### src/rtl/hack_cpu_mc_if.sv
// hack_cpu_mc_if: bus bundle between the Hack multi-cycle core and its memories.
// Parameters: DW data width, AW data-memory address width, PW program-counter width.
// Signals:
//   instr/instr_valid     program-memory instruction word and its qualifier
//   fetch_req/pc          program-memory request and program counter
//   inM/mem_ready         data-memory read data and transaction completion
//   readM/writeM          data-memory read / write requests
//   addressM/outM         data-memory address and write data
//   halted                core stopped on a self-loop
// Modports: master = core side, slave = memory side.
interface hack_cpu_mc_if #(
    parameter int DW = 16,
    parameter int AW = 15,
    parameter int PW = 15
);
    logic [DW-1:0] instr;
    logic          instr_valid;
    logic [DW-1:0] inM;
    logic          mem_ready;
    logic          fetch_req;
    logic [PW-1:0] pc;
    logic          readM;
    logic          writeM;
    logic [AW-1:0] addressM;
    logic [DW-1:0] outM;
    logic          halted;

    modport master (
        input  instr, instr_valid, inM, mem_ready,
        output fetch_req, pc, readM, writeM, addressM, outM, halted
    );

    modport slave (
        output instr, instr_valid, inM, mem_ready,
        input  fetch_req, pc, readM, writeM, addressM, outM, halted
    );
endinterface

### src/rtl/hack_cpu_mc.sv
// hack_cpu_mc: multi-cycle Hack CPU with wait-state capable program and data memory.
// Ports:
//   clk50m  system clock (only clock)
//   rst_n   asynchronous active-low reset
//   en25m   clock enable; nothing advances while low
//   bus     hack_cpu_mc_if.master (instruction fetch, data read/write, halt status)
// Every bus output comes straight from a register.
module hack_cpu_mc #(
    parameter int DW       = 16,
    parameter int AW       = 15,
    parameter int PW       = 15,
    parameter int HALT_DET = 1
) (
    input  logic          clk50m,
    input  logic          rst_n,
    input  logic          en25m,
    hack_cpu_mc_if.master bus
);

    typedef enum logic [2:0] {
        S_FETCH  = 3'd0,
        S_DECODE = 3'd1,
        S_MREAD  = 3'd2,
        S_EXEC   = 3'd3,
        S_MWRITE = 3'd4,
        S_HALT   = 3'd5
    } state_t;

    state_t        r_state;
    logic [DW-1:0] r_ir;
    logic [DW-1:0] r_a;
    logic [DW-1:0] r_d;
    logic [DW-1:0] r_mdr;
    logic [PW-1:0] r_pc;
    logic [DW-1:0] r_out_m;
    // Holds A during MREAD and the write address (WADDR) during MWRITE.
    logic [AW-1:0] r_addr_m;
    logic          r_fetch_req;
    logic          r_read_m;
    logic          r_write_m;
    logic          r_halted;

    logic [DW-1:0] w_y;
    logic [DW-1:0] w_out;
    logic          w_zr;
    logic          w_ng;
    logic          w_jmp;
    logic          w_self_loop;
    logic [PW-1:0] w_pc_inc;
    logic [DW-1:0] w_a_load;

    // Standard Hack ALU; c = {zx, nx, zy, ny, f, no}.
    function automatic logic [DW-1:0] alu_f(
        input logic [DW-1:0] x_in,
        input logic [DW-1:0] y_in,
        input logic [5:0]    c
    );
        logic [DW-1:0] x;
        logic [DW-1:0] y;
        logic [DW-1:0] o;
        x = c[5] ? {DW{1'b0}} : x_in;
        x = c[4] ? ~x : x;
        y = c[3] ? {DW{1'b0}} : y_in;
        y = c[2] ? ~y : y;
        o = c[1] ? (x + y) : (x & y);
        o = c[0] ? ~o : o;
        return o;
    endfunction

    // Datapath: ALU result, flags, jump decision and self-loop detection.
    always_comb begin
        w_y         = r_ir[12] ? r_mdr : r_a;
        w_out       = alu_f(r_d, w_y, r_ir[11:6]);
        w_zr        = (w_out == {DW{1'b0}});
        w_ng        = w_out[DW-1];
        w_jmp       = (r_ir[2] & w_ng) | (r_ir[1] & w_zr) | (r_ir[0] & ~w_ng & ~w_zr);
        w_pc_inc    = r_pc + {{(PW-1){1'b0}}, 1'b1};
        w_a_load    = {1'b0, r_ir[DW-2:0]};
        // Unconditional jump to its own address can never make progress.
        w_self_loop = (HALT_DET != 32'sd0) && (r_ir[2:0] == 3'b111) && (r_a[PW-1:0] == r_pc);
    end

    // Control FSM with registered bus outputs; r_a in EXEC is still A_old.
    always_ff @(posedge clk50m or negedge rst_n) begin
        if (!rst_n) begin
            r_state     <= S_FETCH;
            r_ir        <= {DW{1'b0}};
            r_a         <= {DW{1'b0}};
            r_d         <= {DW{1'b0}};
            r_mdr       <= {DW{1'b0}};
            r_pc        <= {PW{1'b0}};
            r_out_m     <= {DW{1'b0}};
            r_addr_m    <= {AW{1'b0}};
            r_fetch_req <= 1'b1;
            r_read_m    <= 1'b0;
            r_write_m   <= 1'b0;
            r_halted    <= 1'b0;
        end else if (en25m) begin
            case (r_state)
                S_FETCH: begin
                    if (bus.instr_valid) begin
                        r_ir        <= bus.instr;
                        r_fetch_req <= 1'b0;
                        r_state     <= S_DECODE;
                    end
                end
                S_DECODE: begin
                    if (!r_ir[15]) begin
                        r_a         <= w_a_load;
                        r_pc        <= w_pc_inc;
                        r_fetch_req <= 1'b1;
                        r_state     <= S_FETCH;
                    end else if (r_ir[12]) begin
                        r_read_m    <= 1'b1;
                        r_addr_m    <= r_a[AW-1:0];
                        r_state     <= S_MREAD;
                    end else begin
                        r_state     <= S_EXEC;
                    end
                end
                S_MREAD: begin
                    if (bus.mem_ready) begin
                        r_mdr    <= bus.inM;
                        r_read_m <= 1'b0;
                        r_state  <= S_EXEC;
                    end
                end
                S_EXEC: begin
                    if (r_ir[5]) begin
                        r_a <= w_out;
                    end
                    if (r_ir[4]) begin
                        r_d <= w_out;
                    end
                    if (r_ir[3]) begin
                        r_out_m  <= w_out;
                        r_addr_m <= r_a[AW-1:0];
                    end
                    r_pc <= w_jmp ? r_a[PW-1:0] : w_pc_inc;
                    if (w_self_loop) begin
                        r_halted    <= 1'b1;
                        r_state     <= S_HALT;
                    end else if (r_ir[3]) begin
                        r_write_m   <= 1'b1;
                        r_state     <= S_MWRITE;
                    end else begin
                        r_fetch_req <= 1'b1;
                        r_state     <= S_FETCH;
                    end
                end
                S_MWRITE: begin
                    if (bus.mem_ready) begin
                        r_write_m   <= 1'b0;
                        r_fetch_req <= 1'b1;
                        r_state     <= S_FETCH;
                    end
                end
                S_HALT: begin
                    r_halted <= 1'b1;
                end
                default: begin
                    r_fetch_req <= 1'b1;
                    r_read_m    <= 1'b0;
                    r_write_m   <= 1'b0;
                    r_halted    <= 1'b0;
                    r_state     <= S_FETCH;
                end
            endcase
        end
    end

    assign bus.fetch_req = r_fetch_req;
    assign bus.pc        = r_pc;
    assign bus.readM     = r_read_m;
    assign bus.writeM    = r_write_m;
    assign bus.addressM  = r_addr_m;
    assign bus.outM      = r_out_m;
    assign bus.halted    = r_halted;

endmodule

### src/flat_wrapper.sv
// flat-port wrapper written by rule: the top's interface ports become plain ports
module hack_cpu_mc_flat 
#(
    parameter int DW       = 16,
    parameter int AW       = 15,
    parameter int PW       = 15,
    parameter int HALT_DET = 1
)
  (clk50m, rst_n, en25m, bus_instr, bus_instr_valid, bus_inM, bus_mem_ready, bus_fetch_req, bus_pc, bus_readM, bus_writeM, bus_addressM, bus_outM, bus_halted);
  hack_cpu_mc_if #(.DW(DW), .AW(AW), .PW(PW)) bus_i ();
  input  logic clk50m;
  input  logic rst_n;
  input  logic en25m;
  input wire logic [$bits(bus_i.instr)-1:0] bus_instr;
  input wire logic [$bits(bus_i.instr_valid)-1:0] bus_instr_valid;
  input wire logic [$bits(bus_i.inM)-1:0] bus_inM;
  input wire logic [$bits(bus_i.mem_ready)-1:0] bus_mem_ready;
  output wire logic [$bits(bus_i.fetch_req)-1:0] bus_fetch_req;
  output wire logic [$bits(bus_i.pc)-1:0] bus_pc;
  output wire logic [$bits(bus_i.readM)-1:0] bus_readM;
  output wire logic [$bits(bus_i.writeM)-1:0] bus_writeM;
  output wire logic [$bits(bus_i.addressM)-1:0] bus_addressM;
  output wire logic [$bits(bus_i.outM)-1:0] bus_outM;
  output wire logic [$bits(bus_i.halted)-1:0] bus_halted;
  assign bus_i.instr = bus_instr;
  assign bus_i.instr_valid = bus_instr_valid;
  assign bus_i.inM = bus_inM;
  assign bus_i.mem_ready = bus_mem_ready;
  assign bus_fetch_req = bus_i.fetch_req;
  assign bus_pc = bus_i.pc;
  assign bus_readM = bus_i.readM;
  assign bus_writeM = bus_i.writeM;
  assign bus_addressM = bus_i.addressM;
  assign bus_outM = bus_i.outM;
  assign bus_halted = bus_i.halted;
  hack_cpu_mc #(.DW(DW), .AW(AW), .PW(PW), .HALT_DET(HALT_DET)) u_core (.clk50m(clk50m), .rst_n(rst_n), .en25m(en25m), .bus(bus_i));
endmodule
### config.mk
export PLATFORM = sky130hd
export DESIGN_NAME = hack_cpu_mc_flat
export DESIGN_NICKNAME = d
export VERILOG_FILES = /design/src/rtl/hack_cpu_mc_if.sv /design/src/rtl/hack_cpu_mc.sv /design/src/flat_wrapper.sv
export SDC_FILE = /design/constraint.sdc
export NUM_CORES = 1
export LEC_CHECK = 0
export BUFFER_PORTS_ARGS = -buffer_cell sky130_fd_sc_hd__buf_4
export CAP_MARGIN = 20
export CORE_MARGIN = 2
export CORE_UTILIZATION = 31
export DETAILED_ROUTE_END_ITERATION = 10
export GPL_TIMING_DRIVEN = 0
export PLACE_DENSITY = 0.48
export SLEW_MARGIN = 20
export SYNTH_ARGS = -nofsm -noshare
export SYNTH_HDL_FRONTEND = slang
export SYNTH_SLANG_ARGS = --single-unit
### constraint.sdc
create_clock -name clk50m -period 6.6 [get_ports clk50m]
set_input_delay 0.66 -clock clk50m [delete_from_list [all_inputs] [get_ports clk50m]]
set_output_delay 0.66 -clock clk50m [all_outputs]
set_load 0.01 [all_outputs]
==> out/summary.md, run 1 <==
- **run status** complete, no violations
- **R2R depth** 17
- **Relative slew margins** 41.75%
- **count of final max-slew check failures** 0
- **number of DRC violations after detailed-routing iteration 0** 468
- **number of antenna violations at the first check in global routing** 0
- **Pre-Repair DR Iteration Count** 5
- **launching point of the worst reg2reg path** u_core.r_ir[12]
- **area of the die** 0.02586 mm2
- **biggest fanout along the worst timing path** 10
- **ys flop type** sky130_fd_sc_hd__dfrtp_1
- **data required time at the worst endpoint** 6.90 ns
- **power per unit of standard cell area** 624.3 mW/mm2
- **overflow left after global routing** 0
- **area taken by multi-input logic gates** 0.004357 mm2
- **number of nets in the synthesized netlist** 834
- **FF-to-FF setup slack** 0.33 ns
- **R2R Path End** u_core.bus.pc[12]
- **register area** 0.002929 mm2
- **number of synthesized flops with an enable pin** 0
- **worst clock skew** 0.01145 ns
- **deepest level of the CTS H-tree** 4
- **final hold viol count** 0
- **share of synthesized flip-flops with an asynchronous set or reset** 100.0%
- **Placed Area** 0.008712 mm2
- **nature of the critical path endpoint** register
- **placeable core region** 0.02425 mm2
- **filler instances** 2440
- **wire length of the first global-routing pass** 37.13 mm
- **final critical-path required period** 6.270 ns
- **final count of negative-setup-slack endpoints** 0
- **total CTS buffers** 17
- **number of standard cells after synthesis** 779
- **post-CTS sizing** 0
- **post-synthesis register bit count** 117
- **hold buffer count at CTS** 0
- **Arrival @ worst endpoint** 6.57 ns
- **CTS tree** built
- **routed via count** 6350
- **clk sinks** 117
- **wire per inst** 19.41 um
- **layout-stage area growth over the synthesis result** 22.60%
- **register area share after synthesis** 38.43%
- **standby leakage power** 4.184 nW
- **vias in the first global route** 6159
- **number of buffers on the longest clock path** 2
- **die outline width** 160.8 um
- **n_diodes** 0
- **GRT Overall Usage** 18.81%
- **yosys warns** 0
- **synthesized area divided by synthesized cell count** 9.785 um2
- **Clk Latency, worst-skew pair** 0.42 ns
- **VDD IR max** 0.1961 mV
- **effective utilization at floorplan** 31.43%
- **height of the chip** 160.8 um
- **unrepaired setup endpoints after global routing** false
- **count of boundary I/O pins** 87
- **number of library cell types mapped by synthesis** 75
- **Setup TNS Final** 0 ns
- **CTS clock-pin slew for the worst setup and hold paths** 0.06 ns
- **final design instance area without fill** 0.009345 mm2
- **PortBufs** 85
- **Total Wirelength** 23.70 mm
- **post-CTS setup repair buffer count** 0
- **final weighted congestion in routability-driven placement** 0.8527
- **detailed-route DRC error count** 0
- **synthesized cell area** 0.007622 mm2
- **antenna viol nets, final** 0
- **Tightest Pin Transition** 0.8665 ns
- **Hold/Removal Path Class** in -> async
- **DP Wirelength** 17.57 mm
- **Crit Path Category** reg -> reg
- **largest net degree at the start of global routing** 63
- **share of layout cells above drive strength 1** 26.64%
- **fmax** 159.5 MHz
- **sort of element at the start of the critical path** register
- **max-cap viol count** 0
- **root buf cell** sky130_fd_sc_hd__clkbuf_16
- **nets** 939
- **number of core rows** 57
- **vias per inst** 5.201
- **fin crit share** 95.00%
-- layout by cell type (no fill, tap or decap), drive strengths merged, types with 5 or more instances in the layout --
cell type,instances
dfrtp,116
buf,106
mux2,73
nand2,70
clkbuf,49
o21ai,42
nor2,39
nand3,34
mux2i,32
xnor2,29
xor2,29
a21oi,23
nand2b,19
nand4,17
ha,17
or3,17
nor3,14
inv,14
nand3b,13
a22o,13
nor3b,9
o21a,9
a211oi,9
and3,8
clkinv,8
nor2b,7
a31oi,6
a21o,6
or2,6
nor4,6
or4,6
o211ai,5
-- power by group --
| part | leakage, nW | internal (mW) | switching (mW) | total (mW) |
|---|---|---|---|---|
| Combinational | 2.40 | 1.46 | 2.16 | 3.62 |
| Clock | 0.306 | 0.652 | 0.351 | 1.00 |
| Sequential | 1.48 | 0.955 | 0.258 | 1.21 |
| Total | 4.18 | 3.07 | 2.77 | 5.83 |
-- kinds of logic (layout without fill, tap and decap cells) --
logic type	count (synthesis)	count (layout)	share of synthesized area, %
xor gates and xnor gates	58	58	6.664
and+or+nand+nor	277	277	19.32
AOI/OAI and AO/OA	139	139	12.98
DFF	117	117	38.43
muxes	105	105	14.99
buffers and inverters	65	183	4.563
adders and majority gates	18	18	3.053
-- how the worst max path moves through the flow --
| stage | from | endpoint | slack [ns] | cells after the start |
|---|---|---|---|---|
| finish | u_core.r_ir[12] | u_core.bus.pc[12] | 0.33 | 17 |
| detailed placement | u_core.r_ir[12] | u_core.bus.pc[12] | 0.34 | 17 |
| global placement | u_core.r_ir[12] | u_core.bus.pc[4] | 0.29 | 18 |
| floorplan | u_core.r_ir[12] | u_core.bus.pc[0] | 1.42 | 17 |
| global route | u_core.r_ir[12] | u_core.bus.pc[12] | 0.11 | 17 |
| CTS | u_core.r_ir[12] | u_core.bus.pc[12] | 0.33 | 17 |
-- cell usage after synthesis (all sizes together), types with 7 or more instances --
cell type	count	area (um2)
nand2	70	262.8
buf	20	175.2
o21ai	42	210.2
xnor2	29	254.0
xor2	29	254.0
nand4	17	106.4
o21a	9	67.56
nand2b	19	118.9
or3	17	107.6
ha	17	212.7
dfrtp	116	2903
nor3b	9	67.56
mux2i	32	320.3
nor2b	7	43.79
and3	8	51.30
nor3	14	70.07
inv	13	48.80
a211oi	9	72.57
mux2	73	822.0
a22o	13	120.1
a21oi	23	118.9
clkbuf	29	112.6
nand3b	13	97.59
nor2	39	146.4
nand3	34	170.2
-- flip-flops by register name (all words and copies together), names as in the netlist, 3 cells and up --
name	count
u_core.bus.addressM	15
u_core.bus.outM	16
u_core.bus.pc	15
u_core.r_a	16
u_core.r_d	16
u_core.r_ir	16
u_core.r_mdr	16
u_core.r_state	3
-- metal layers --
metal	up-vias	share of wire [%]	wire (um)	GRT usage, %
met1	3143	49	11550	27.53
met3	23	3.9	927	2.996
met4	0	1.5	354	5.195
met5	-	0	0	0
met2	147	46	10870	28.78
li1	3037	-	-	-
-- stage by stage --
| stage | utilization, % | hold WS [ns] | setup slack, ns | power [mW] | std cells |
|---|---|---|---|---|---|
| 6_report | 38.54 | 0.1688 | 0.3298 | 5.834 | 1221 |
| 5_1_grt | 38.54 | 0.1892 | 0.1056 | 6.258 | 1221 |
| 4_1_cts | 38.54 | 0.1753 | 0.3257 | 5.853 | 1221 |
| 3_5_place_dp | 35.93 | 0.4750 | 0.3352 | 4.832 | 1189 |
| 3_3_place_gp | 35.74 | 0.4657 | 0.2915 | 4.824 | 1188 |
| 2_1_floorplan | - | 0.3644 | 1.417 | 3.673 | 779 |
-- worst max-delay path: stages (launching register included) --
cell                       delay (ns)
sky130_fd_sc_hd__dfrtp_1         0.35
sky130_fd_sc_hd__clkbuf_1        0.64
sky130_fd_sc_hd__buf_1           0.65
sky130_fd_sc_hd__mux2i_1         0.35
sky130_fd_sc_hd__nor2_1          0.09
sky130_fd_sc_hd__xor2_1          0.18
sky130_fd_sc_hd__ha_1            0.43
sky130_fd_sc_hd__and3_1          0.26
sky130_fd_sc_hd__a221oi_4        0.10
sky130_fd_sc_hd__a311o_2         0.46
sky130_fd_sc_hd__and4b_2         0.23
sky130_fd_sc_hd__or4_1           0.63
sky130_fd_sc_hd__a2111o_1        0.49
sky130_fd_sc_hd__or4_4           0.45
sky130_fd_sc_hd__o211ai_4        0.38
sky130_fd_sc_hd__buf_6           0.22
sky130_fd_sc_hd__a22o_2          0.16
sky130_fd_sc_hd__nand3_1         0.07
-- cell type report --
| class | count | area share (%) |
|---|---|---|
| Multi-Input combinational cell | 597 | 46.62 |
| Sequential cell | 117 | 31.34 |
| Timing Repair Buffer | 86 | 7.203 |
| Clock buffer | 20 | 4.887 |
| Tap cell | 324 | 4.338 |
| Buffer | 49 | 3.079 |
| Clock inverter | 12 | 1.888 |
| Inverter | 16 | 0.6427 |
Note: power is estimated with default switching activity, not from simulation.
==> run 2: changes to the inputs <==
- CORE_UTILIZATION: 31 -> 50
- CTS_BUF_LIST: default -> sky130_fd_sc_hd__clkbuf_16
- PLACE_DENSITY: 0.48 -> 0.7
==> run 2 against run 1 <==
  * Clock skew rose by 0.0033 ns
  * Clock power barely moved
  * Design area fell by 1.9%
  * Core utilization rose by 22 points
  * Global-route usage rose by 7.9 points
  * Wire length fell by 11%
  * Critical endpoint is now u_core.bus.pc[9]
  * Highest routed layer unchanged
==> out/summary.md, run 2 (synthesis gave the netlist of run 1 again) <==
- **switching power total** 2.720 mW
- **number of buffers on the longest clock path** 2
- **most common cell after layout, fill and taps aside** sky130_fd_sc_hd__dfrtp_1
- **PortBufs** 85
- **vias per inst** 5.935
- **final weighted congestion in routability-driven placement** 0.8968
- **register share of total power** 20.6%
- **start point of the critical path** u_core.r_ir[12]
- **final critical-path required period** 6.207 ns
- **final count of negative-setup-slack endpoints** 0
- **area of the die** 0.01625 mm2
- **nature of the critical path endpoint** register
- **top library cells by usage in the layout, fill and taps aside** sky130_fd_sc_hd__dfrtp_1, sky130_fd_sc_hd__buf_4, sky130_fd_sc_hd__mux2_2
- **hold buffer count at CTS** 0
- **power per unit of standard cell area** 632.1 mW/mm2
- **count of boundary I/O pins** 87
- **Total Wirelength** 21.13 mm
- **Clk pwr share** 17.5%
- **number of core rows** 45
- **nets** 939
- **final design instance area without fill** 0.009170 mm2
- **Setup TNS Final** 0 ns
- **Clk Latency, worst-skew pair** 0.43 ns
- **routed via count** 6439
- **antenna viol nets, final** 0
- **number of antenna violations at the first check in global routing** 0
- **final hold viol count** 0
- **n_diodes** 0
- **unrepaired setup endpoints after global routing** false
- **total CTS buffers** 17
- **share of layout cells above drive strength 1** 26.31%
- **effective utilization at floorplan** 50.70%
- **max-cap viol count** 0
- **detailed-route DRC error count** 0
- **wire per inst** 19.47 um
- **standby leakage power** 4.181 nW
- **layout-stage area growth over the synthesis result** 20.31%
- **internal power contribution** 3.077 mW
- **launching point of the worst reg2reg path** u_core.r_ir[12]
- **CTS clock-pin slew for the worst setup and hold paths** 0.06 ns
- **DP Wirelength** 15.13 mm
- **clk sinks** 117
- **overflow left after global routing** 0
- **R2R Path End** u_core.bus.pc[9]
- **height of the chip** 127.5 um
- **data required time at the worst endpoint** 6.90 ns
- **worst clock skew** 0.01477 ns
- **deepest level of the CTS H-tree** 4
- **post-CTS setup repair buffer count** 0
- **CTS tree** built
- **Relative slew margins** 33.64%
- **vias in the first global route** 5941
- **root buf cell** sky130_fd_sc_hd__clkbuf_16
- **WHS** 0.2241 ns
- **cell count after placement** 1053
- **die outline width** 127.5 um
- **Arrival @ worst endpoint** 6.51 ns
- **post-CTS sizing** 0
- **wire length of the first global-routing pass** 33.24 mm
- **fin crit share** 94.04%
- **VDD IR max** 0.2891 mV
- **number of DRC violations after detailed-routing iteration 0** 514
- **FF-to-FF setup slack** 0.39 ns
- **Hold/Removal Path Class** in -> async
- **Tightest Pin Transition** 0.9879 ns
- **largest net degree at the start of global routing** 64
- **biggest fanout along the worst timing path** 10
- **Pre-Repair DR Iteration Count** 5
- **share of total power consumed by net switching** 46.92%
- **sort of element at the start of the critical path** register
- **run status** complete, no violations
- **termination of the worst setup path** u_core.bus.pc[9]
- **GRT Overall Usage** 26.67%
- **combinational group share of total power** 61.9%
- **placeable core region** 0.01503 mm2
- **final non-filler cell total** 1085
- **fmax** 161.1 MHz
- **Placed Area** 0.008533 mm2
- **Crit Path Category** reg -> reg
- **count of final max-slew check failures** 0
- **R2R depth** 17
run 2: critical path: stages (launching register included):
cell and delay (ns):
sky130_fd_sc_hd__dfrtp_1 0.37, sky130_fd_sc_hd__clkbuf_1 0.56, sky130_fd_sc_hd__buf_1 0.62, sky130_fd_sc_hd__mux2i_1 0.37, sky130_fd_sc_hd__nor2_1 0.09, sky130_fd_sc_hd__xor2_1 0.18, sky130_fd_sc_hd__ha_1 0.43, sky130_fd_sc_hd__and3_1 0.25
sky130_fd_sc_hd__a221oi_4 0.10, sky130_fd_sc_hd__a311o_2 0.46, sky130_fd_sc_hd__and4b_2 0.23, sky130_fd_sc_hd__or4_1 0.68, sky130_fd_sc_hd__a2111o_1 0.51, sky130_fd_sc_hd__or4_4 0.45, sky130_fd_sc_hd__o211ai_4 0.35, sky130_fd_sc_hd__buf_6 0.21
sky130_fd_sc_hd__a22o_1 0.15, sky130_fd_sc_hd__nand3_1 0.06
run 2: worst min-delay path by stage:
stage                        endpoint  slack [ns]  depth (start not counted)
5_1_grt             u_core.bus.pc[11]        0.27                          1
3_5_place_dp           u_core.r_d[15]        0.47                          2
2_1_floorplan  u_core.bus.addressM[0]        0.36                          0
3_3_place_gp           u_core.r_d[15]        0.46                          2
4_1_cts              u_core.bus.pc[5]        0.26                          1
6_report            u_core.bus.pc[13]        0.22                          1
run 2: power by group through the flow:
| stage | combinational [mW] | sequential, mW | clock (mW) |
|---|---|---|---|
| after floorplan | 2.53 | 1.14 | 0 |
| after global placement | 3.48 | 1.19 | 0 |
| after detailed placement | 3.53 | 1.20 | 0 |
| after CTS | 3.55 | 1.19 | 1.02 |
| after global routing | 3.91 | 1.22 | 1.05 |
| final | 3.59 | 1.20 | 1.01 |
run 2: per-layer routing:
layer  GRT usage [%]  vias to the layer above  part of all wire, %  routed length, um
li1                -                     3043                    -                  -
met1           38.46                     3140                   46               9813
met2           40.92                      227                   45               9561
met3           4.732                       29                  6.5               1371
met4           8.533                        0                  1.8                382
met5               0                        -                    0                  0
run 2: through the flow:
stage                     power, mW  setup WS (ns)  util (%)
after global placement        4.677         0.4486     56.51
final                         5.797         0.3930     61.00
after global routing          6.189         0.1979     61.00
after CTS                     5.763         0.4389     61.00
after floorplan               3.673          1.417         -
after detailed placement      4.734         0.4427     56.76
run 2: layout make-up:
cell class                 instances  area (um2)
sequential                       117        2929
buffer                            49       287.8
clock buffer                      17       425.4
fill                            1285        5863
multi-input combinational        597        4352
clock inverter                    15       211.5
tap                              188       235.2
timing repair buffer              86       669.4
inverter                          16       60.06
==> run 3: changes to the inputs <==
- GPL_TIMING_DRIVEN: 0 -> 1
- clock period: 6.6 -> 6.1 ns (I/O delays scaled with it)
==> run 3 against run 2 <==
  * Sequential share of layout area rose by 0.80 points
  * Design area fell by 2.5%
  * Worst setup slack improved by 0.24 ns
  * Register-to-register slack improved by 0.24 ns
  * Final cell count fell by 3.3%
  * First-iteration DRC count rose by 20%
  * Die area did not move
  * Worst hold slack improved by 0.11 ns
==> out/summary.md, run 3 (synthesis gave the netlist of run 1 again) <==
- **run status** complete, no violations
- **internal power contribution** 3.219 mW
- **cells traversed along the worst timing path** buf_4 > mux2i_1 > nor2_1 > xor2_1 > ha_1 > and3_1 > a221oi_4 > a311o_2 > and4b_2 > or4_1 > a2111o_1 > or4_4 > o211ai_4 > a211oi_1 > a311o_1
- **R2R Path End** u_core.bus.pc[0]
- **clk sinks** 117
- **overflow left after global routing** 0
- **biggest fanout along the worst timing path** 28
- **post-CTS sizing** 0
- **die outline width** 127.5 um
- **R2R depth** 15
- **height of the chip** 127.5 um
- **Total Wirelength** 20.63 mm
- **worst clock skew** 0.007484 ns
- **termination of the worst setup path** u_core.bus.pc[0]
- **deepest level of the CTS H-tree** 4
- **GRT Overall Usage** 26.06%
- **standby leakage power** 4.076 nW
- **Crit Path Category** reg -> reg
- **Tightest Pin Transition** 1.010 ns
- **Setup TNS Final** 0 ns
- **FF-to-FF setup slack** 0.63 ns
- **Arrival @ worst endpoint** 5.77 ns
- **final hold viol count** 0
- **power per unit of standard cell area** 681.8 mW/mm2
- **vias per inst** 6.009
- **root buf cell** sky130_fd_sc_hd__clkbuf_16
- **Relative slew margins** 32.67%
- **final non-filler cell total** 1049
- **wire length of the first global-routing pass** 33.12 mm
- **met3 WL post-DR** 1.320 mm
- **register share of total power** 22.7%
- **DR WL met2** 9.507 mm
- **unrepaired setup endpoints after global routing** false
- **PortBufs** 86
- **total CTS buffers** 17
- **n_diodes** 0
- **share of layout cells above drive strength 1** 26.83%
- **largest stage delay on the critical path** 0.61 ns
- **cell count after placement** 1017
- **filler instances** 1239
- **number of DRC violations after detailed-routing iteration 0** 617
- **setup slack after placement** 0.6796 ns
- **Clk pwr share** 17.0%
- **post-CTS setup repair buffer count** 0
- **wire per inst** 19.66 um
- **number of buffers on the longest clock path** 2
- **most common cell after layout, fill and taps aside** sky130_fd_sc_hd__dfrtp_1
- **number of core rows** 45
- **DP Wirelength** 14.91 mm
- **max-cap viol count** 0
- **VDD IR max** 0.3969 mV
- **top library cells by usage in the layout, fill and taps aside** sky130_fd_sc_hd__dfrtp_1, sky130_fd_sc_hd__buf_4, sky130_fd_sc_hd__mux2_2
- **nets** 903
- **highest metal layer with signal wires** met4
- **antenna viol nets, final** 0
- **share of total power consumed by net switching** 47.21%
- **detailed-route DRC error count** 0
- **met1 wire length** 9.591 mm
- **start point of the critical path** u_core.r_ir[12]
- **count of final max-slew check failures** 0
- **CTS clock-pin slew for the worst setup and hold paths** 0.06 ns
- **Clk Latency, worst-skew pair** 0.42 ns
- **final weighted congestion in routability-driven placement** 0.9774
- **largest net degree at the start of global routing** 77
- **data required time at the worst endpoint** 6.40 ns
- **hold buffer count at CTS** 0
- **Pre-Repair DR Iteration Count** 5
- **vias in the first global route** 6085
- **count of boundary I/O pins** 87
- **post-layout util** 59.50%
- **combinational group share of total power** 60.3%
- **final critical-path required period** 5.468 ns
- **fmax** 182.9 MHz
- **placeable core region** 0.01503 mm2
- **area of the die** 0.01625 mm2
- **routed via count** 6303
- **sort of element at the start of the critical path** register
- **switching power total** 2.879 mW
- **Hold/Removal Path Class** in -> async
- **worst path setup slack after routing** 0.6318 ns
- **layout-stage area growth over the synthesis result** 17.35%
- **CTS tree** built
- **final count of negative-setup-slack endpoints** 0
- **fin crit share** 89.64%
- **effective utilization at floorplan** 50.70%
- **number of antenna violations at the first check in global routing** 0
- **nature of the critical path endpoint** register
- **cell at the slowest stage of the critical path** sky130_fd_sc_hd__o211ai_4
- **launching point of the worst reg2reg path** u_core.r_ir[12]
[run 3: cell types whose count changed in the layout (fill, tap and decap cells not counted), moves of 2 or more]
cell | before | now
sky130_fd_sc_hd__buf_6 | 11 | 0
sky130_fd_sc_hd__clkbuf_1 | 28 | 0
sky130_fd_sc_hd__buf_2 | 2 | 0
sky130_fd_sc_hd__buf_4 | 90 | 99
sky130_fd_sc_hd__buf_1 | 2 | 0
sky130_fd_sc_hd__clkinv_1 | 5 | 7
[run 3: worst max-delay path, delay by kind of cell (launching register included)]
kind | cells | cell delay, ns
xor+xnor | 1 | 0.16
mux | 1 | 0.22
compound gates | 6 | 2.14
simple gates | 5 | 1.61
flops | 1 | 0.42
fa+ha+maj | 1 | 0.46
buf+inv | 1 | 0.32
[run 3: power by group through the flow]
| stage | clock network, mW | registers (mW) | logic, mW |
|---|---|---|---|
| 2_1_floorplan | 0 | 1.24 | 2.74 |
| 3_3_place_gp | 0 | 1.37 | 3.54 |
| 3_5_place_dp | 0 | 1.39 | 3.62 |
| 4_1_cts | 1.05 | 1.38 | 3.64 |
| 5_1_grt | 1.08 | 1.43 | 4.00 |
| 6_report | 1.04 | 1.38 | 3.68 |
[run 3: worst min-delay path by stage]
stage	slack, ns	end	start	cells after the start
after CTS	0.38	u_core.bus.pc[4]	rst_n	1
after global routing	0.42	u_core.bus.pc[4]	rst_n	1
after floorplan	0.31	u_core.bus.addressM[0]	rst_n	0
after detailed placement	0.48	u_core.bus.outM[15]	u_core.bus.outM[15]	2
after global placement	0.46	u_core.r_d[3]	u_core.r_d[3]	2
final	0.33	u_core.bus.pc[4]	rst_n	1
[run 3: stage by stage]
step	total power, mW	area (um2)	hold WS (ns)
CTS	6.063	8937	0.3831
global placement	4.911	8324	0.4625
detailed placement	5.003	8324	0.4768
finish	6.098	8945	0.3333
global route	6.503	8945	0.4178
floorplan	3.974	7622	0.3144
[run 3: final cells by class]
class,count,area [um2],share of cell area [%]
repair buffers,99,743.2,8.309
clock buffers,17,425.4,4.756
flip-flops and latches,117,2929,32.75
multi-input cells,597,4364,48.79
clock inverters,15,187.7,2.098
well taps,188,235.2,2.630
inverters,16,60.06,0.6714
[run 3: routing by layer]
layer / up-vias / global-route usage [%]
li1: 2973 / -
met1: 3099 / 37.16
met2: 214 / 41.37
met3: 17 / 4.732
met4: 0 / 6.399
met5: - / 0
